`src/rtl/dmac_pkg.sv`:
```
// Shared definitions for the single-channel DMA controller: register offsets,
// OPMODE/status bit positions and the master sequencer state encoding.
package dmac_pkg;

    localparam logic [2:0] REG_SRC        = 3'd0;
    localparam logic [2:0] REG_DST        = 3'd1;
    localparam logic [2:0] REG_SIZE       = 3'd2;
    localparam logic [2:0] REG_OPMODE     = 3'd3;
    localparam logic [2:0] REG_INT_STATUS = 3'd4;
    localparam logic [2:0] REG_INT_EN     = 3'd5;
    localparam logic [2:0] REG_STATUS     = 3'd6;

    localparam int OPMODE_START     = 0;
    localparam int OPMODE_FIXED_SRC = 1;
    localparam int INT_DONE_BIT     = 0;
    localparam int INT_EN_BIT       = 0;
    localparam int STATUS_BUSY_BIT  = 0;

    typedef enum logic [2:0] {
        IDLE       = 3'd0,
        WAIT_GRANT = 3'd1,
        READ       = 3'd2,
        CAPTURE    = 3'd3,
        WRITE      = 3'd4,
        DONE       = 3'd5
    } dmac_state_e;

endpackage

```
`src/rtl/dmac_slave_regs.sv`:
```
// Config register file for the DMA controller: SRC/DST/SIZE/OPMODE, interrupt
// status/enable, registered read data. Optional DMAC_FIXED_SRC_EN adds OPMODE bit1.
module dmac_slave_regs
    import dmac_pkg::*;
#(
    parameter int ADDR_W = 8,
    parameter int DATA_W = 32,
    parameter int CNT_W  = 8
) (
    input  logic              clk,
    input  logic              reset_n,
    input  logic              S_sel,
    input  logic              S_wr,
    input  logic [ADDR_W-1:0] S_address,
    input  logic [DATA_W-1:0] S_din,
    output logic [DATA_W-1:0] S_dout,
    input  logic              busy,
    input  logic              done_set,
    output logic [ADDR_W-1:0] src_reg,
    output logic [ADDR_W-1:0] dst_reg,
    output logic [CNT_W-1:0]  size_reg,
    output logic              start,
    output logic              start_fixed,
    output logic              interrupt
);

    logic [2:0]        reg_sel;
    logic              cfg_wr;
    logic              cfg_rd;
    logic              cfg_wr_idle;
    logic              done_flag;
    logic              int_en;
    logic              fixed_src_q;
    logic [DATA_W-1:0] rd_data;
    logic              unused_bits;

    assign reg_sel     = S_address[2:0];
    assign cfg_wr      = S_sel & S_wr;
    assign cfg_rd      = S_sel & ~S_wr;
    assign cfg_wr_idle = cfg_wr & ~busy;
    assign unused_bits = &{1'b0, S_address, S_din};

    // START is a decoded strobe, never stored, so it always reads back as 0
    assign start = cfg_wr_idle && (reg_sel == REG_OPMODE) && S_din[OPMODE_START];

`ifdef DMAC_FIXED_SRC_EN
    assign start_fixed = S_din[OPMODE_FIXED_SRC];

    always_ff @(posedge clk or negedge reset_n) begin
        if (!reset_n) begin
            fixed_src_q <= 1'b0;
        end else if (cfg_wr_idle && (reg_sel == REG_OPMODE)) begin
            fixed_src_q <= S_din[OPMODE_FIXED_SRC];
        end
    end
`else
    assign start_fixed = 1'b0;
    assign fixed_src_q = 1'b0;
`endif

    always_comb begin
        rd_data = '0;
        case (reg_sel)
            REG_SRC:        rd_data[ADDR_W-1:0]       = src_reg;
            REG_DST:        rd_data[ADDR_W-1:0]       = dst_reg;
            REG_SIZE:       rd_data[CNT_W-1:0]        = size_reg;
            REG_OPMODE:     rd_data[OPMODE_FIXED_SRC] = fixed_src_q;
            REG_INT_STATUS: rd_data[INT_DONE_BIT]     = done_flag;
            REG_INT_EN:     rd_data[INT_EN_BIT]       = int_en;
            REG_STATUS:     rd_data[STATUS_BUSY_BIT]  = busy;
            default:        rd_data = '0;
        endcase
    end

    always_ff @(posedge clk or negedge reset_n) begin
        if (!reset_n) begin
            src_reg   <= '0;
            dst_reg   <= '0;
            size_reg  <= '0;
            int_en    <= 1'b0;
            done_flag <= 1'b0;
            S_dout    <= '0;
        end else begin
            if (cfg_wr_idle) begin
                case (reg_sel)
                    REG_SRC:  src_reg  <= S_din[ADDR_W-1:0];
                    REG_DST:  dst_reg  <= S_din[ADDR_W-1:0];
                    REG_SIZE: size_reg <= S_din[CNT_W-1:0];
                    default:  ;
                endcase
            end
            if (cfg_wr && (reg_sel == REG_INT_EN)) begin
                int_en <= S_din[INT_EN_BIT];
            end
            // completion has priority over a simultaneous write-1-to-clear
            if (done_set) begin
                done_flag <= 1'b1;
            end else if (cfg_wr && (reg_sel == REG_INT_STATUS) && S_din[INT_DONE_BIT]) begin
                done_flag <= 1'b0;
            end
            if (cfg_rd) begin
                S_dout <= rd_data;
            end
        end
    end

    assign interrupt = done_flag & int_en;

endmodule

```
`src/rtl/dmac_engine.sv`:
```
// Single-channel DMA controller top: config slave (dmac_slave_regs) plus the bus
// master sequencer. Optional feature macro: DMAC_FIXED_SRC_EN (non-incrementing source).
//
// state      | meaning
// IDLE       | no transfer, bus outputs quiet
// WAIT_GRANT | requesting the bus, waiting for M_grant
// READ       | read address src_cur on the bus
// CAPTURE    | read data returns, latched into data_reg
// WRITE      | write data_reg to dst_cur, advance working regs
// DONE       | bus released, done_flag set on the way back to IDLE
module dmac_engine
    import dmac_pkg::*;
#(
    parameter int ADDR_W = 8,
    parameter int DATA_W = 32,
    parameter int CNT_W  = 8
) (
    input  logic              clk,
    input  logic              reset_n,
    input  logic              S_sel,
    input  logic              S_wr,
    input  logic [ADDR_W-1:0] S_address,
    input  logic [DATA_W-1:0] S_din,
    output logic [DATA_W-1:0] S_dout,
    output logic              M_req,
    input  logic              M_grant,
    output logic              M_wr,
    output logic [ADDR_W-1:0] M_address,
    output logic [DATA_W-1:0] M_dout,
    input  logic [DATA_W-1:0] M_din,
    output logic              interrupt
);

    dmac_state_e       state;
    dmac_state_e       next_state;
    logic [ADDR_W-1:0] src_reg;
    logic [ADDR_W-1:0] dst_reg;
    logic [CNT_W-1:0]  size_reg;
    logic              start;
    logic              start_fixed;
    logic              busy;
    logic              done_set;
    logic [ADDR_W-1:0] src_cur;
    logic [ADDR_W-1:0] dst_cur;
    logic [CNT_W-1:0]  cnt;
    logic [DATA_W-1:0] data_reg;
    logic              fixed_cur;

    assign busy     = (state != IDLE);
    assign done_set = (state == DONE);

    dmac_slave_regs #(
        .ADDR_W (ADDR_W),
        .DATA_W (DATA_W),
        .CNT_W  (CNT_W)
    ) u_regs (
        .clk         (clk),
        .reset_n     (reset_n),
        .S_sel       (S_sel),
        .S_wr        (S_wr),
        .S_address   (S_address),
        .S_din       (S_din),
        .S_dout      (S_dout),
        .busy        (busy),
        .done_set    (done_set),
        .src_reg     (src_reg),
        .dst_reg     (dst_reg),
        .size_reg    (size_reg),
        .start       (start),
        .start_fixed (start_fixed),
        .interrupt   (interrupt)
    );

    always_ff @(posedge clk or negedge reset_n) begin
        if (!reset_n) begin
            state <= IDLE;
        end else begin
            state <= next_state;
        end
    end

    // losing the grant mid-word drops back to WAIT_GRANT and replays the word from READ
    always_comb begin
        next_state = state;
        M_req      = 1'b0;
        M_wr       = 1'b0;
        M_address  = '0;
        M_dout     = '0;
        case (state)
            IDLE: begin
                if (start) begin
                    next_state = (size_reg == '0) ? DONE : WAIT_GRANT;
                end
            end
            WAIT_GRANT: begin
                M_req = 1'b1;
                if (M_grant) begin
                    next_state = READ;
                end
            end
            READ: begin
                M_req      = 1'b1;
                M_address  = src_cur;
                next_state = M_grant ? CAPTURE : WAIT_GRANT;
            end
            CAPTURE: begin
                M_req      = 1'b1;
                M_address  = src_cur;
                next_state = M_grant ? WRITE : WAIT_GRANT;
            end
            WRITE: begin
                M_req     = 1'b1;
                M_wr      = 1'b1;
                M_address = dst_cur;
                M_dout    = data_reg;
                if (!M_grant) begin
                    next_state = WAIT_GRANT;
                end else if (cnt == CNT_W'(1)) begin
                    next_state = DONE;
                end else begin
                    next_state = READ;
                end
            end
            DONE: begin
                next_state = IDLE;
            end
            default: begin
                next_state = IDLE;
            end
        endcase
    end

    always_ff @(posedge clk or negedge reset_n) begin
        if (!reset_n) begin
            src_cur   <= '0;
            dst_cur   <= '0;
            cnt       <= '0;
            data_reg  <= '0;
            fixed_cur <= 1'b0;
        end else begin
            if ((state == IDLE) && start) begin
                src_cur   <= src_reg;
                dst_cur   <= dst_reg;
                cnt       <= size_reg;
                fixed_cur <= start_fixed;
            end
            if ((state == CAPTURE) && M_grant) begin
                data_reg <= M_din;
            end
            if ((state == WRITE) && M_grant) begin
                if (!fixed_cur) begin
                    src_cur <= src_cur + ADDR_W'(1);
                end
                dst_cur <= dst_cur + ADDR_W'(1);
                cnt     <= cnt - CNT_W'(1);
            end
        end
    end

endmodule

```
`config.mk`:
```
export PLATFORM = sky130hd
export DESIGN_NAME = dmac_engine
export DESIGN_NICKNAME = d
export VERILOG_FILES = /design/src/rtl/dmac_pkg.sv /design/src/rtl/dmac_slave_regs.sv /design/src/rtl/dmac_engine.sv
export SDC_FILE = /design/constraint.sdc
export NUM_CORES = 1
export LEC_CHECK = 0
export CORE_ASPECT_RATIO = 1.5
export CORE_MARGIN = 1.5
export CORE_UTILIZATION = 40
export DETAILED_ROUTE_END_ITERATION = 6
export GPL_TIMING_DRIVEN = 0
export PLACE_DENSITY = 0.73
export SYNTH_ARGS = -nofsm -noshare
export SYNTH_HDL_FRONTEND = slang
export SYNTH_SLANG_ARGS = --single-unit
```
`constraint.sdc`:
```
create_clock -name clk -period 2.3 [get_ports clk]
set_input_delay 0.46 -clock clk [delete_from_list [all_inputs] [get_ports clk]]
set_output_delay 0.46 -clock clk [all_outputs]
set_load 0.05 [all_outputs]
```
==> run summary, run 1 <==
The cts-stage hold buffer count is 0. Critical path class: reg2out. The floorplan step defined a die boundary enclosing 0.0125 mm^2. In this run the deepest clock path goes through 2 buffers.

Summing internal, switching and leakage power gives 6.76 mW. Detailed routing placed a total of 6110 um of wire on met2. The fraction of synthesized area in multiplexers was 0.159; the fraction of final layout cells sized beyond drive strength 1 was 0.322. Synthesis handed over a netlist of 426 instances. For this run, the detailed router's first-pass iteration total came to 4.

The final core utilization is 0.551, and the post-detailed-route wirelength per cell is 16.6 um. For this block, wires on met1 add up to 4720 um. The worst setup path is launched from a register. The number of stages on the worst setup path is 6. The wire-length estimate of the detail-placed layout is 8940 um.

The critical path goes through clkbuf_8, nor3b_4, buf_4, clkbuf_4, and2_1, buf_4. The sequential area share after synthesis was 0.491; the residual antenna-violating net count after detailed routing was 0. The run gives 0.00417 ns as the worst clock skew on the final layout. The worst hold path belongs to the class in2async.

Of all cell types, the one taking the most synthesized area is dfrtp_1. The tools report the met3 routed wirelength as 636 um. The first global-routing pass estimated 19400 um of wire. Setup violations remaining at the end of the flow were counted as 0. The number of top-level pins came out at 152. Total DRC errors in the routed layout: 0. The congestion estimate from routability-driven global placement came to 0.891. The number of warning messages in the yosys log is 0, and the via count of the first global-routing pass is 3808.

Dividing the synthesized area by the synthesized cell count gives 11.1 um^2. Cell area power density: 1060 mW/mm^2. The xor and xnor area share after synthesis is 0.00369, and the number of max-slew violations in the final report is 0. The share of the cycle needed by the critical path after routing works out to 0.967. STA puts the critical path data required time at 1.84 ns. The quantity of I/O buffers inserted on ports works out to 97. Total negative slack: 0 ns.

The width of the die was 91.9 um. The static leakage is 2.88 nW, and the worst IR drop on VDD is 0.493 mV. Row count: 48.

In this run, synthesis inferred 0 flip-flops with an integrated enable. Clock latency on the worst-skew pair, taken at its later pin, is 0.34 ns. Max-cap violations in this run came to 0. The run gives 0.0115 mm^2 as the placeable core area. The worst reg2reg path depth is 6. The initial antenna violation count is 0. Clock root buffer: clkbuf_16. After clock tree synthesis, the clock-pin slew on the worst setup and hold paths is 0.06 ns. Entering global routing, the biggest net connects 70 pins. Once placement completed, the tool counted placed cells totaling 697. Setup repair after global routing left no endpoint under its margin. The logs give 0.00603 mm^2 for the total cell area at the placement stage and 718 for the number of standard cells in the layout, taps in and fillers out. Detailed routing inserted a total of 3718 vias.

Final period demand of the worst path: 2.22 ns. TritonCTS built the clock tree. The logs give 0.0761 ns for the final setup slack of the worst path and 9 for the number of CTS-inserted buffers. The flow ran to the end, and the final reports show no timing, DRC or antenna violations. Final instance area: 0.00635 mm^2. Area share of the largest cell type after synthesis: 0.491. The kind of cell adding the most delay to the critical path was buffers and inverters. The global-route usage over all layers was 0.201; the area share of fa/ha/maj cells after synthesis was 0.0105. The net count of the finished layout was 645.

Sorting the synthesized cells by area gives the leading types as dfrtp_1 49%, mux2_2 14%, and2_1 5.0%. The starting density of the core came out at 0.411. The final layout contains routed wiring with a total length of 11900 um. Slew of the pin with the lowest slew margin: 0.808 ns.

On the critical path, the stage with the largest delay is an instance of dfrtp_1. The dominant combinational cell family by area after synthesis was simple AND/OR/NAND/NOR gates. Global routing finished with a remaining overflow of 0. STA puts the critical path data arrival time at 1.76 ns. The register with the most flip-flops in the layout has 32 of them.

The floorplan step set the die height to 136 um. The H-tree generated during clock tree synthesis spans 3 levels. The count of routing violations after the opening detailed-route iteration came out at 268. The synthesis-to-finish area growth was 33.9%. The tools report the relative max-transition margin as 0.458.

Clock tree synthesis found a total of 93 sinks. The tools report the kind of end point of the critical path as an output pin. The hold violation count in the final report is 0, and the count of antenna diodes in the layout is 0. For this run, the leading register cell type out of synthesis is dfrtp_1. For this run, the slowest stage of the critical path takes 0.40 ns. Derived from the worst setup path, the maximum achievable clock frequency is 450 MHz. The library cell appearing most often on the critical path is buf_4. Of all nets on the critical path, the largest fanout is 10.

The highest signal layer in the routed design is met4. The average via count per standard cell was 5.18. Yosys mapped the design onto 51 distinct sky130hd cell types. The fraction of registers with async set/reset was 1.00. The cell area that synthesis handed to floorplanning was 0.00474 mm^2. The fill cell instance count of the final layout was 1030; the worst path buffer plus inverter count was 4.

Simple-gate share of the synthesized area: 0.161. After synthesis the netlist holds a flip-flop and latch count of 93. The hold slack was 0.0194 ns.

Timing analysis after detailed placement gives a worst setup slack of -0.855 ns. The compound-cell area share of the yosys netlist came out at 0.109.
-- cells by family (layout without fill, tap and decap cells) --
| kind of cell | Yosys count | after routing |
|---|---|---|
| and+or+nand+nor | 139 | 139 |
| DFF | 93 | 93 |
| AOI/OAI and AO/OA | 67 | 67 |
| muxes | 67 | 67 |
| buffers and inverters | 53 | 172 |
| adders and majority gates | 4 | 4 |
| xor gates and xnor gates | 2 | 2 |
| other | 1 | 24 |
-- cells in the final DEF, fill, tap and decap left out, types with 6 or more instances in the layout --
cell type | netlist | final
a211oi_1 | 6 | 6
a22o_1 | 8 | 8
a32o_1 | 8 | 8
and2_1 | 38 | 29
and2_2 | 0 | 9
buf_2 | 7 | 10
buf_4 | 24 | 53
buf_6 | 2 | 11
clkbuf_1 | 13 | 9
clkbuf_16 | 0 | 9
clkdlybuf4s15_2 | 0 | 7
clkdlybuf4s50_1 | 0 | 54
conb_1 | 1 | 24
dfrtp_1 | 93 | 93
inv_1 | 6 | 6
mux2_2 | 57 | 57
mux2i_1 | 9 | 9
nand2_1 | 31 | 31
nand3_1 | 15 | 15
nor2_1 | 17 | 16
nor3_1 | 10 | 10
o211ai_1 | 6 | 6
o21ai_0 | 15 | 15
-- per-layer routing --
| layer | vias to the layer above | GRT usage |
|---|---|---|
| met5 | - | 0 |
| met2 | 137 | 0.353 |
| met3 | 25 | 0.0369 |
| met4 | 0 | 0.106 |
| met1 | 1787 | 0.229 |
| li1 | 1769 | - |
-- worst register-to-register path, stage by stage, from the launching register on --
cell       delay (ns)
dfrtp_1          0.38
buf_6            0.14
nand4bb_1        0.18
buf_2            0.20
or4_4            0.47
o311ai_0         0.38
o211ai_1         0.16
-- final timing paths --
| kind | end | start | slack [ns] |
|---|---|---|---|
| min in group clk | u_regs.S_dout[0] | u_regs.S_dout[0] | 0.48 |
| max in group asynchronous | u_regs.S_dout[2] | reset_n | 1.63 |
| max reg2reg | cnt[5] | state[1] | 0.25 |
| min reg2reg | u_regs.S_dout[0] | u_regs.S_dout[0] | 0.48 |
| max | M_dout[5] | state[0] | 0.08 |
| min | data_reg[14] | reset_n | 0.02 |
-- power by group --
group / internal [mW] / leakage, nW / switching [mW] / total, mW
clock: 0.747 / 0.134 / 0.594 / 1.34
sequential: 2.31 / 1.17 / 0.551 / 2.86
combinational: 1.16 / 1.57 / 1.39 / 2.55
-- cell type report --
cell class / count / area [um^2] / area share
clock inverters: 5 / 27.5 / 0.00433
well taps: 150 / 188 / 0.0295
repair buffers: 104 / 991 / 0.156
inverters: 6 / 22.5 / 0.00355
plain buffers: 47 / 332 / 0.0522
clock buffers: 10 / 239 / 0.0376
multi-input cells: 303 / 2230 / 0.350
flip-flops and latches: 93 / 2330 / 0.366
-- Yosys cell counts, types with 2 or more instances --
library cell / instances
o221a_2: 5
and3_1: 5
clkbuf_1: 13
buf_2: 7
a22oi_1: 2
buf_6: 2
o21ai_0: 15
ha_1: 4
nor4_1: 3
nor2_1: 17
mux2i_1: 9
nand2b_1: 3
buf_4: 24
inv_1: 6
o311ai_0: 4
nor3_1: 10
o211ai_1: 6
a32o_1: 8
xnor2_1: 2
nand3_1: 15
nor2b_1: 3
dfrtp_1: 93
a221o_1: 2
a22o_1: 8
nand4_1: 2
and2_1: 38
or3_1: 2
nand2_1: 31
mux2_2: 57
a21oi_1: 4
a211oi_1: 6
-- timing repair --
action                                  CTS  global route
gates cloned                              0             1
gates resized for setup                 251             4
buffers inserted                          4             1
pin swaps                                 1             1
endpoints found under the setup margin   50            34
Power figures use the tool's default switching activity.
==> run 2, diff against run 1 <==
--- a/config.mk
+++ b/config.mk
@@ -10,7 +10,9 @@
 export CORE_UTILIZATION = 40
 export DETAILED_ROUTE_END_ITERATION = 6
 export GPL_TIMING_DRIVEN = 0
+export HOLD_SLACK_MARGIN = 0.03
 export PLACE_DENSITY = 0.73
+export SKIP_CTS_REPAIR_TIMING = 1
 export SYNTH_ARGS = -nofsm -noshare
 export SYNTH_HDL_FRONTEND = slang
 export SYNTH_SLANG_ARGS = --single-unit
==> run summary, run 2 (synthesized netlist as in run 1, its figures left out) <==
The global route total overflow is 0 (unchanged). The logs give 9 (unchanged) for the number of CTS-inserted buffers and 0.0191 ns (-0.000345 ns) for the hold slack. The tools report the kind of end point of the critical path as an output pin.

STA classifies the critical path startpoint as a register. Area of combinational cells with multiple inputs: 0.00223 mm^2 (unchanged). For the global-route wire length before repair, the log shows 19100 um (-1.2%).

The endpoint identified for the worst register-to-register timing path is cnt[5]. The worst path buffer plus inverter count was 4 (unchanged). The die area is 0.0125 mm^2 (unchanged). The tools report the number of vias in the routed layout as 3703 (-0.40%). The run gives 0.0115 mm^2 (unchanged) as the placeable core area. The share of the cycle needed by the critical path after routing works out to 0.965 (-0.00142).

The required time of the critical path was 1.84 ns (about the same); the worst reg2reg path depth was 6 (unchanged). The logs give 0 (unchanged) for the residual antenna-violating net count after detailed routing and 0.198 (-0.00285) for the global-route usage over all layers. The flow ran to the end, and the final reports show no timing, DRC or antenna violations. Via count of the first global-routing pass: 3761 (-1.2%).

The largest individual stage delay along the critical path comes from the cell dfrtp_1. The average via count per standard cell came out at 5.17 (-0.13%). The insertion delay to the later sink of the worst-skew pair was 0.34 ns (about the same); the clock-pin slew reported for the worst setup and hold paths after clock tree synthesis was 0.06 ns (about the same).

Worst IR drop on VDD: 0.491 mV (-0.49%). The register-to-register path setup slack came out at 0.25 ns (about the same). The total DRC errors in the routed layout is 0 (unchanged). In the layout the commonest cells are 93 x dfrtp_1, 57 x mux2_2, 54 x clkdlybuf4s50_1. The run gives 0 (unchanged) as the max capacitance violation total.

The overall power is 6.72 mW (-0.54%). The tools report the clock root buffer as clkbuf_16. Post-detailed-route wirelength per cell: 16.7 um (+0.30%). The slew of the pin with the lowest slew margin was 0.812 ns (+0.00392 ns). Leaving out fill and tap cells, the most frequent cell in the layout is dfrtp_1.

The routability congestion estimate was 0.891 (unchanged). Number of top-level pins: 152 (unchanged). The startpoint identified for the worst register-to-register timing path is state[1]. The tools report the hold violation count in the final report as 0 (unchanged). The flip-flop count of the largest register after layout came out at 32 (unchanged). TritonCTS built the clock tree. For the static leakage, the log shows 2.86 nW (-0.52%). The run gives 70 (unchanged) as the maximum number of pins on one net before global-route repair.

The count of antenna diodes in the layout came out at 0 (unchanged). The fill cell instance count of the final layout was 1050 (+1.9%); the width of the die was 91.9 um (unchanged). The total negative slack came out at 0 ns (unchanged). The synthesis-to-finish area growth is 32.1%, and the sequential cell area is 0.00233 mm^2 (unchanged). The worst stage delay on the critical path works out to 0.39 ns (about the same). The number of stages on the worst setup path was 6 (unchanged). The quantity of I/O buffers inserted on ports was 97 (unchanged); the final setup slack of the worst path was 0.0794 ns (+0.00326 ns). The total of endpoints with negative setup slack in the final report was 0 (unchanged). The setup path with the least slack is of type reg2out.

The number of max-slew violations in the final report was 0 (unchanged); the cell area power density was 1070 mW/mm^2 (+0.79%). The maximum net fanout on the critical path is 10 (unchanged), and the final period demand of the worst path is 2.22 ns (-0.00326 ns). The capture point of the critical path was M_dout[16]. The count of routing violations after the opening detailed-route iteration is 254 (-5.2%), and the detailed-routing iteration count for the pre-antenna-repair pass is 5 (+1). The starting density of the core was 0.411 (unchanged); the initial antenna violation count was 0 (unchanged). The row count was 48 (unchanged). The signal on the critical path passes through buf_4, nor3b_4, buf_6, buf_6, and2_1, buf_4. The kind of cell adding the most delay to the critical path is buffers and inverters. The floorplan die height works out to 136 um (unchanged).

Net count of the finished layout: 643 (-0.31%). The logs give 11900 um (about the same) for the final routed wirelength across all metal layers and 1.76 ns (about the same) for the worst endpoint data arrival time. The maximum clock frequency was 450 MHz (+0.15%). The class of the most critical hold timing path was in2async. For the number of sinks on the clock net, the log shows 93 (unchanged). The fraction of final layout cells sized beyond drive strength 1 is 0.318 (-0.00416).

Relative max-transition margin: 0.456 (-0.00263). The detailed-placement wirelength estimate is 8940 um (unchanged), and the maximum buffer depth of the clock tree is 2 (unchanged). The worst slack at placement was -0.855 ns (unchanged). The maximum level of the CTS H-tree was 3 (unchanged); the worst clock skew on the final layout was 0.00326 ns (-0.000917 ns). Origin of the worst setup path: state[0].
[run 2: changes by cell type in the layout (fill, tap and decap cells not counted)]
cell / change
buf_2: -3
buf_4: -8
clkbuf_2: +12
clkbuf_4: +7
clkbuf_8: -4
clkdlybuf4s15_2: -7
dlymetal6s2s_1: +1
[run 2: area by class of cell]
type	instances	area share
inverter	6	0.00359
clock inverter	5	0.00439
timing repair buffer	102	0.147
tap	150	0.0299
multi-input combinational	303	0.355
clock buffer	10	0.0381
buffer	47	0.0507
sequential	93	0.371
[run 2: layer usage]
metal / track usage / wire, um / up-vias
met2: 0.351 / 6150 / 125
li1: - / - / 1768
met5: 0 / 0 / -
met4: 0.0966 / 376 / 0
met1: 0.227 / 4790 / 1791
met3: 0.0369 / 612 / 19
[run 2: how the worst min path moves through the flow]
stage	from	to	depth (start not counted)
floorplan	reset_n	cnt[0]	0
global placement	u_regs.S_dout[0]	u_regs.S_dout[0]	2
detailed placement	reset_n	data_reg[14]	1
CTS	reset_n	data_reg[14]	1
global route	reset_n	data_reg[14]	1
finish	reset_n	data_reg[14]	1
[run 2: stage by stage]
step | cells | utilization | area (um^2)
3_5_place_dp | 697 | 0.523 | 6030
3_3_place_gp | 696 | 0.521 | 6000
5_1_grt | 716 | 0.544 | 6270
6_report | 716 | 0.544 | 6270
2_1_floorplan | 449 | - | 4840
4_1_cts | 712 | 0.546 | 6290
[run 2: where the power goes]
part	switching, mW	total, mW	internal, mW
Clock	0.597	1.34	0.747
Combinational	1.39	2.51	1.13
Sequential	0.551	2.87	2.31
